==> src/rtl/seq_link_pkg.sv <==
// seq_link_pkg: one-hot state encoding and counter-width helper shared by seq_link_ctrl.
package seq_link_pkg;
  typedef enum logic [3:0] {
    IDLE      = 4'b0001,
    ESTABLISH = 4'b0010,
    RANDOMIZE = 4'b0100,
    DONE      = 4'b1000
  } state_e;
  localparam int MIN_CNT_W = 1;
  // Bits needed to hold 0..max_val, never narrower than one bit.
  function automatic int cnt_w(input int max_val);
    return (max_val < 1) ? MIN_CNT_W : $clog2(max_val + 1);
  endfunction
endpackage

==> src/rtl/seq_link_ctrl_cycle_counter.sv <==
// cycle_counter: saturating up-counter with synchronous clear and terminal-value compare.
module cycle_counter #(
  parameter int W = 8
) (
  input  logic         clk,
  input  logic         clr,
  input  logic         en,
  input  logic [W-1:0] term,
  output logic         hit
);
  logic [W-1:0] cnt;
  always_ff @(posedge clk)
    cnt <= clr ? '0 : (en && cnt != '1) ? cnt + W'(1) : cnt;
  assign hit = cnt == term;
endmodule

==> src/rtl/seq_link_ctrl.sv <==
// seq_link_ctrl: captures a frame request, runs preamble establishment, then a bounded or free-running randomization phase.
module seq_link_ctrl
  import seq_link_pkg::*;
#(
  parameter int DATA_W        = 32,
  parameter int NUM_W         = 8,
  parameter int LEN_W         = 16,
  parameter int PREAMBLE_REPS = 2,
  parameter int TIMEOUT_CYC   = 64
) (
  input  logic              clk,
  input  logic              rst,
  input  logic [DATA_W-1:0] in,
  input  logic [NUM_W-1:0]  n,
  input  logic [LEN_W-1:0]  frame_len,
  input  logic              data_valid,
  output logic              data_ready,
  input  logic              seq_done,
  input  logic              abort,
  output logic              seq_enable,
  output logic              rand_flag,
  output logic [NUM_W-1:0]  seq_num,
  output logic [DATA_W-1:0] seq_data,
  output logic              busy,
  output logic              frame_done,
  output logic              timeout_err
);
  localparam int REP_W = cnt_w(PREAMBLE_REPS);
  localparam int TMO_W = cnt_w(TIMEOUT_CYC);
  state_e state, state_n;
  logic [LEN_W-1:0] len_q;
  logic [REP_W-1:0] rep_cnt;
  logic tmo_hit, len_hit, rep_last, tmo_fire, accept;
  assign data_ready = state == IDLE;
  assign seq_enable = state == ESTABLISH;
  assign rand_flag  = state == RANDOMIZE;
  assign busy       = state != IDLE;
  assign frame_done = state == DONE;
  assign accept     = state == IDLE && data_valid;
  assign rep_last   = rep_cnt == REP_W'(PREAMBLE_REPS - 1);
  // seq_done and abort both outrank the timeout.
  assign tmo_fire   = state == ESTABLISH && !abort && !seq_done && TIMEOUT_CYC != 0 && tmo_hit;
  cycle_counter #(.W(TMO_W)) u_tmo (
    .clk  (clk),
    .clr  (rst || state != ESTABLISH || seq_done),
    .en   (state == ESTABLISH),
    .term (TMO_W'(TIMEOUT_CYC - 1)),
    .hit  (tmo_hit)
  );
  cycle_counter #(.W(LEN_W)) u_len (
    .clk  (clk),
    .clr  (rst || state != RANDOMIZE),
    .en   (state == RANDOMIZE),
    .term (len_q - LEN_W'(1)),
    .hit  (len_hit)
  );
  always_comb begin
    state_n = IDLE;
    case (state)
      IDLE:      state_n = data_valid ? ESTABLISH : IDLE;
      ESTABLISH: state_n = abort ? IDLE : (seq_done && rep_last) ? RANDOMIZE : tmo_fire ? IDLE : ESTABLISH;
      RANDOMIZE: state_n = abort ? IDLE : (len_q != '0 && len_hit) ? DONE : RANDOMIZE;
      default:   state_n = IDLE;
    endcase
  end
  always_ff @(posedge clk) begin
    if (rst) begin
      state       <= IDLE;
      seq_data    <= '0;
      seq_num     <= '0;
      len_q       <= '0;
      rep_cnt     <= '0;
      timeout_err <= 1'b0;
    end else begin
      state       <= state_n;
      timeout_err <= tmo_fire;
      rep_cnt     <= state != ESTABLISH ? '0 : (seq_done && rep_cnt != '1) ? rep_cnt + REP_W'(1) : rep_cnt;
      if (accept) begin
        seq_data <= in;
        seq_num  <= n;
        len_q    <= frame_len;
      end
    end
  end
endmodule

==> config.mk <==
export PLATFORM = sky130hd
export DESIGN_NAME = seq_link_ctrl
export DESIGN_NICKNAME = d
export VERILOG_FILES = /design/src/rtl/seq_link_pkg.sv /design/src/rtl/seq_link_ctrl_cycle_counter.sv /design/src/rtl/seq_link_ctrl.sv
export SDC_FILE = /design/constraint.sdc
export NUM_CORES = 1
export LEC_CHECK = 0
export BUFFER_PORTS_ARGS = -buffer_cell sky130_fd_sc_hd__buf_2
export CORE_UTILIZATION = 50
export CTS_CLUSTER_SIZE = 24
export DETAILED_ROUTE_END_ITERATION = 12
export GPL_TIMING_DRIVEN = 0
export PLACE_DENSITY = 0.74
export REMOVE_ABC_BUFFERS = 1
export SYNTH_ARGS = -nofsm -noshare
export SYNTH_HDL_FRONTEND = slang
export SYNTH_SLANG_ARGS = --single-unit
==> constraint.sdc <==
create_clock -name clk -period 3.35 [get_ports clk]
set_clock_uncertainty 0.2 [all_clocks]
set_input_delay 0.335 -clock clk [delete_from_list [all_inputs] [get_ports clk]]
set_output_delay 0.335 -clock clk [all_outputs]
set_load 0.02 [all_outputs]
After elaboration in Yosys (flattened, before gate mapping)
Cells that the tools add are included.
Widths: inputs -> output; s select.
- register bits: 86
- input bits: 61
- output and inout bits: 46
- word-level logic and storage cells: 48
- $add $sub $neg: 4
- equality and inequality tests: 13
- mux-type cells: 7
- reductions and logical operators: 16
- operator list (cell ; count):
    $add 16x1->16 const B ; 1
    $eq 16x16->1 ; 1
    $ne 16x16->1 const B ; 1
    $reduce_bool 16->1 ; 1
    $sub 16x1->16 const B ; 1
    $pmux 4 s3 ; 1
    $logic_and 1x1->1 ; 9
    $mux 4 ; 2
    $add 7x1->7 const B ; 1
    $eq 7x6->1 const B ; 1
    $ne 7x7->1 const B ; 1
    $mux 3 ; 2
    $eq 4x1->1 const B ; 1
    $eq 4x2->1 const B ; 1
    $eq 4x3->1 const B ; 1
    $eq 4x4->1 const B ; 1
    $mux 2 ; 2
    $ne 4x1->1 const B ; 1
    $ne 4x2->1 const B ; 1
    $ne 4x3->1 const B ; 1
    $logic_or 1x1->1 ; 3
    $add 2x1->2 const B ; 1
    $eq 2x1->1 const B ; 1
    $logic_not 1->1 ; 2
    other kinds (2) ; 2

Longest topological paths before layout
- depth in word-level cells: 8
- gate-level depth with buffers: 9
- gate-level depth less buffers: 8

Cells and area by module
From an unflattened synthesis, not the netlist that was laid out.
- cells, all modules: 498
- area total of the unflattened synthesis: 4028.9 sq um
- modules (own cells, without submodules) (module ; times used ; cells an instance ; area an instance (sq um) ; seq. area each (sq um)):
    seq_link_ctrl ; 1 ; 332 ; 2612.5 ; 1261.2
    cycle_counter (u_len) ; 1 ; 120 ; 994.7 ; 320.3
    cycle_counter (u_tmo) ; 1 ; 46 ; 421.7 ; 140.1

Least setup slack after synthesis
Ideal clock, no wire load.
- path kind: reg-to-reg
- from: register len_q[2]
- to: register state[3]
- library setup time: 0.073 ns
- arrival time: 2.204 ns
- required time: 3.077 ns
- path slack: 0.873 ns
- stages on the path, launching flop included: 8
- buffers on the path: 1
- clock period less this slack: 2.477 ns
- cell sequence: dfxtp_1 > buf_6 > or3_4 > or4_4 > a2111oi_2 > nand4_1 > nor4_2 > nor3b_2
- longest elaborated chain between the ends: 6
- elaborated cells between the ends (all ways): 7
- those cells by class: 1 x add/sub; 1 x eq/ne; 3 x mux; 2 x reduce/logical
- RTL lines (what ; line ; RTL):
    start, declared ; seq_link_ctrl.sv:31 ; logic [LEN_W-1:0] len_q;
    start signal, assigned ; seq_link_ctrl.sv:81 ; len_q <= frame_len;
    $sub 16x1->16 ; seq_link_ctrl.sv:54 ; .term (len_q - LEN_W'(1)),
    $eq 16x16->1 ; seq_link_ctrl_cycle_counter.sv:14 ; assign hit = cnt == term;
    $logic_and 1x1->1 (*) ; seq_link_ctrl.sv:62 ; RANDOMIZE: state_n = abort ? IDLE : (len_q != '0 && len_hit) ? DONE : RANDOMIZE;
    $mux 4 (*) (2 in a row) ; seq_link_ctrl.sv:62 ;
    $pmux 4 s3 (*) ; seq_link_ctrl.sv:59 ; case (state)
    end signal, assigned ; seq_link_ctrl.sv:75 ; state <= state_n;
    end, declared ; seq_link_ctrl.sv:30 ; state_e state, state_n;
Mark *: on every way between the ends. The rest lies on a longest branch, timed or not.
A chain may end at the register's enable or synchronous reset.

Worst setup path in the final report
Same ends and word-level chain as after synthesis.

==> flow_summary.ini <==
[grt]
grt_max_degree = 61
grt_first_pass_wirelength_um = 15400
grt_remaining_overflow = 0
track_usage_pct = 22.9
first_global_vias = 3504
initial_antenna_violation_count = 0

[timing]
fmax_mhz = 365
rsz0062_at_grt = no
hold-worst-slack_ns = 0.00377
timing.final.crit_share_pct = 81.8
timing.slew.headroom_pct = 27.9
number_of_setup_violations_in_the_final_report = 0
period_needed_ns = 2.74
slew_viol_final = 0
setup_ws_ns = 0.610
timing.setup.tns_ns = 0
timing_hold_violations_final = 0
worst_pin_slew_ns = 1.08

[placed_design]
gp_routability_congestion = 0.789
placement.io_buffers = 106
place_ws_ns = 0.615
detailedPlacementHpwl_um = 6210

[floorplan]
floorplan.die_area_um2 = 8100
die_width_um = 90.0
io_pins = 107
coreArea_um2 = 7370
initial_core_util_pct = 52.5
floorplan.die.height_um = 90.0
fp-row-count = 31

[critical_path]
timing.critical_path.slowest_cell_delay_ns = 0.95
critical-path-slowest-cell = nor4_2
worst-endpoint-required_ns = 3.44
critPathArrivalTime_ns = 2.83
setup.worst_path.end_class = flop
path_class = flop to flop
timing.critical_path.fanout_max = 13
critical_path.cell_chain = nor4_2 > a41oi_1 > a32oi_1 > mux2i_1 > nor4_2 > nor3b_2
crit_path_start_kind = flop
worst_path_most_repeated_cell = nor4_2

[hold_path]
worstHoldPathType = input pin to flop

[clocking]
cts_tree = built
root_buffer = clkbuf_8
clock_tree.buffer_depth = 2
postCtsSetupBuffers = 0
clkTransAtPathRegs_ns = 0.10
numClockSinks = 86
cts_hold_buf = 20
cts_htree_levels = 3
cts_made_buffers = 9
clock_latency_ns = 0.36
cts_resized = 0

[yosys]
synth.avg_cell_area_um2 = 8.00
postSynthRegisterBits = 86
yosys.cell_types.count = 48
synthesis.yosys.warnings = 0
postSynthCellCount = 484
synthesis.area_um2 = 3870
synth.yosys.seq_area_share_pct = 44.5

[status]
outcome = complete, no violations

[routing]
drc = 0
avgViaCountPerCell = 5.24
via_count = 3645
route.final.wire_length_um = 9310
drtAntennaViolNets = 0
detail_route.wl_per_cell_um = 13.4
detail_route.iter0.violations = 215
drt_pass1_iterations = 4

[finish]
nNetsFinal = 658
most_frequent_standard_cell_in_the_layout_excluding_fill_and_tap_cells = nand2_1
area.growth.synth_to_final_pct = 25.5
antenna_cells = 0
leading_cell_types_in_the_layout_fill_and_taps_excluded = nand2_1 (120), buf_2 (106), dfxtp_1 (86), a21oi_1 (61), nor2_1 (32)
drive_above_1_share_pct = 22.8

[power_and_ir_drop]
ir_drop_v = 0.000269
power_leakage_nw = 2.02
power-per-cell-area_nw_per_um2 = 473

[flow_run]
max-cap-violations = 0
[logic make-up after synthesis]
kind of cell	synth area share, %
AOI/OAI and AO/OA	12.5
xor gates and xnor gates	8.37
adders and majority gates	1.62
buffers and inverters	3.88
DFF	44.5
muxes	1.29
and+or+nand+nor	27.9
[Yosys cell counts (all sizes together)]
master   instances  area [µm²]
a2111oi          1        15.0
a211oi           3        22.5
a21o             1        7.51
a21oi           61         305
a311oi           1        8.76
a31o             2        17.5
a31oi            4        25.0
a32oi            1        8.76
a41oi            1        8.76
and2             5        31.3
and3             8        50.1
and3b            1        8.76
and4             3        26.3
buf              2        15.0
clkbuf          29         109
dfxtp           86        1720
ha               5        62.6
inv              7        26.3
mux2i            5        50.1
nand2          121         454
nand2b           3        18.8
nand3            8        40.0
nand3b           4        30.0
nand4           12        75.1
nand4b           2        17.5
nor2            32         120
nor2b            4        25.0
nor3             7        35.0
nor3b            3        27.5
nor4             7        50.1
nor4b            1        8.76
o211ai           1        7.51
o21ai            4        20.0
o21bai           1        7.51
o221ai           1        8.76
o22ai            1        6.26
o31ai            2        15.0
or2              1        6.26
or3              3        23.8
or4              1        11.3
or4b             2        20.0
xnor2           20         175
xor2            17         149
[through the flow]
stage | instance area (µm²) | power [mW] | cells | utilization, %
global route | 4860 | 2.39 | 696 | 66.0
floorplan | 3750 | 1.39 | 453 | -
global placement | 4400 | 1.52 | 658 | 59.7
finish | 4860 | 2.30 | 696 | 66.0
detailed placement | 4450 | 1.54 | 660 | 60.4
CTS | 4860 | 2.30 | 696 | 66.0
[registers in the layout, indices dropped and copies added (netlist names)]
register     cells
len_q           16
rep_cnt          2
seq_data        32
seq_num          8
state            4
timeout_err      1
u_len.cnt       16
u_tmo.cnt        7
[layer usage]
layer  up-vias  wire, µm  track usage (%)
met2        97      4400             38.9
met5         -         0                0
met4         0        91             8.60
met3        10       599             6.43
met1      1683      4220             27.6
li1       1855         -                -
[where the power goes]
part	switching, mW	internal [mW]	total, mW
sequential	0.0435	1.07	1.12
combinational	0.246	0.177	0.423
clock	0.406	0.353	0.759
total	0.696	1.60	2.30
[cell type report]
cell class	count	area, µm²
tap	99	124
inverter	7	26.3
clock inverter	7	83.8
multi-input combinational	360	2010
fill	630	2510
clock buffer	9	124
sequential	86	1720
timing repair buffer	128	771
[final timing paths]
| check | start | endpoint | slack [ns] | depth (start not counted) |
|---|---|---|---|---|
| hold reg to reg | seq_data[13] | seq_data[13] | 0.26 | 2 |
| hold / removal | in[13] | seq_data[13] | 0.004 | 3 |
| setup reg to reg | len_q[2] | state[3] | 0.61 | 6 |
| setup / recovery | len_q[2] | state[3] | 0.61 | 6 |
[critical path, delay by kind of cell, from the launching register on]
kind	cells	cell delay, ns
and+or+nand+nor	3	1.50
AOI/OAI and AO/OA	2	0.45
DFF	1	0.40
muxes	1	0.13
(Power assumes the default switching activity.)
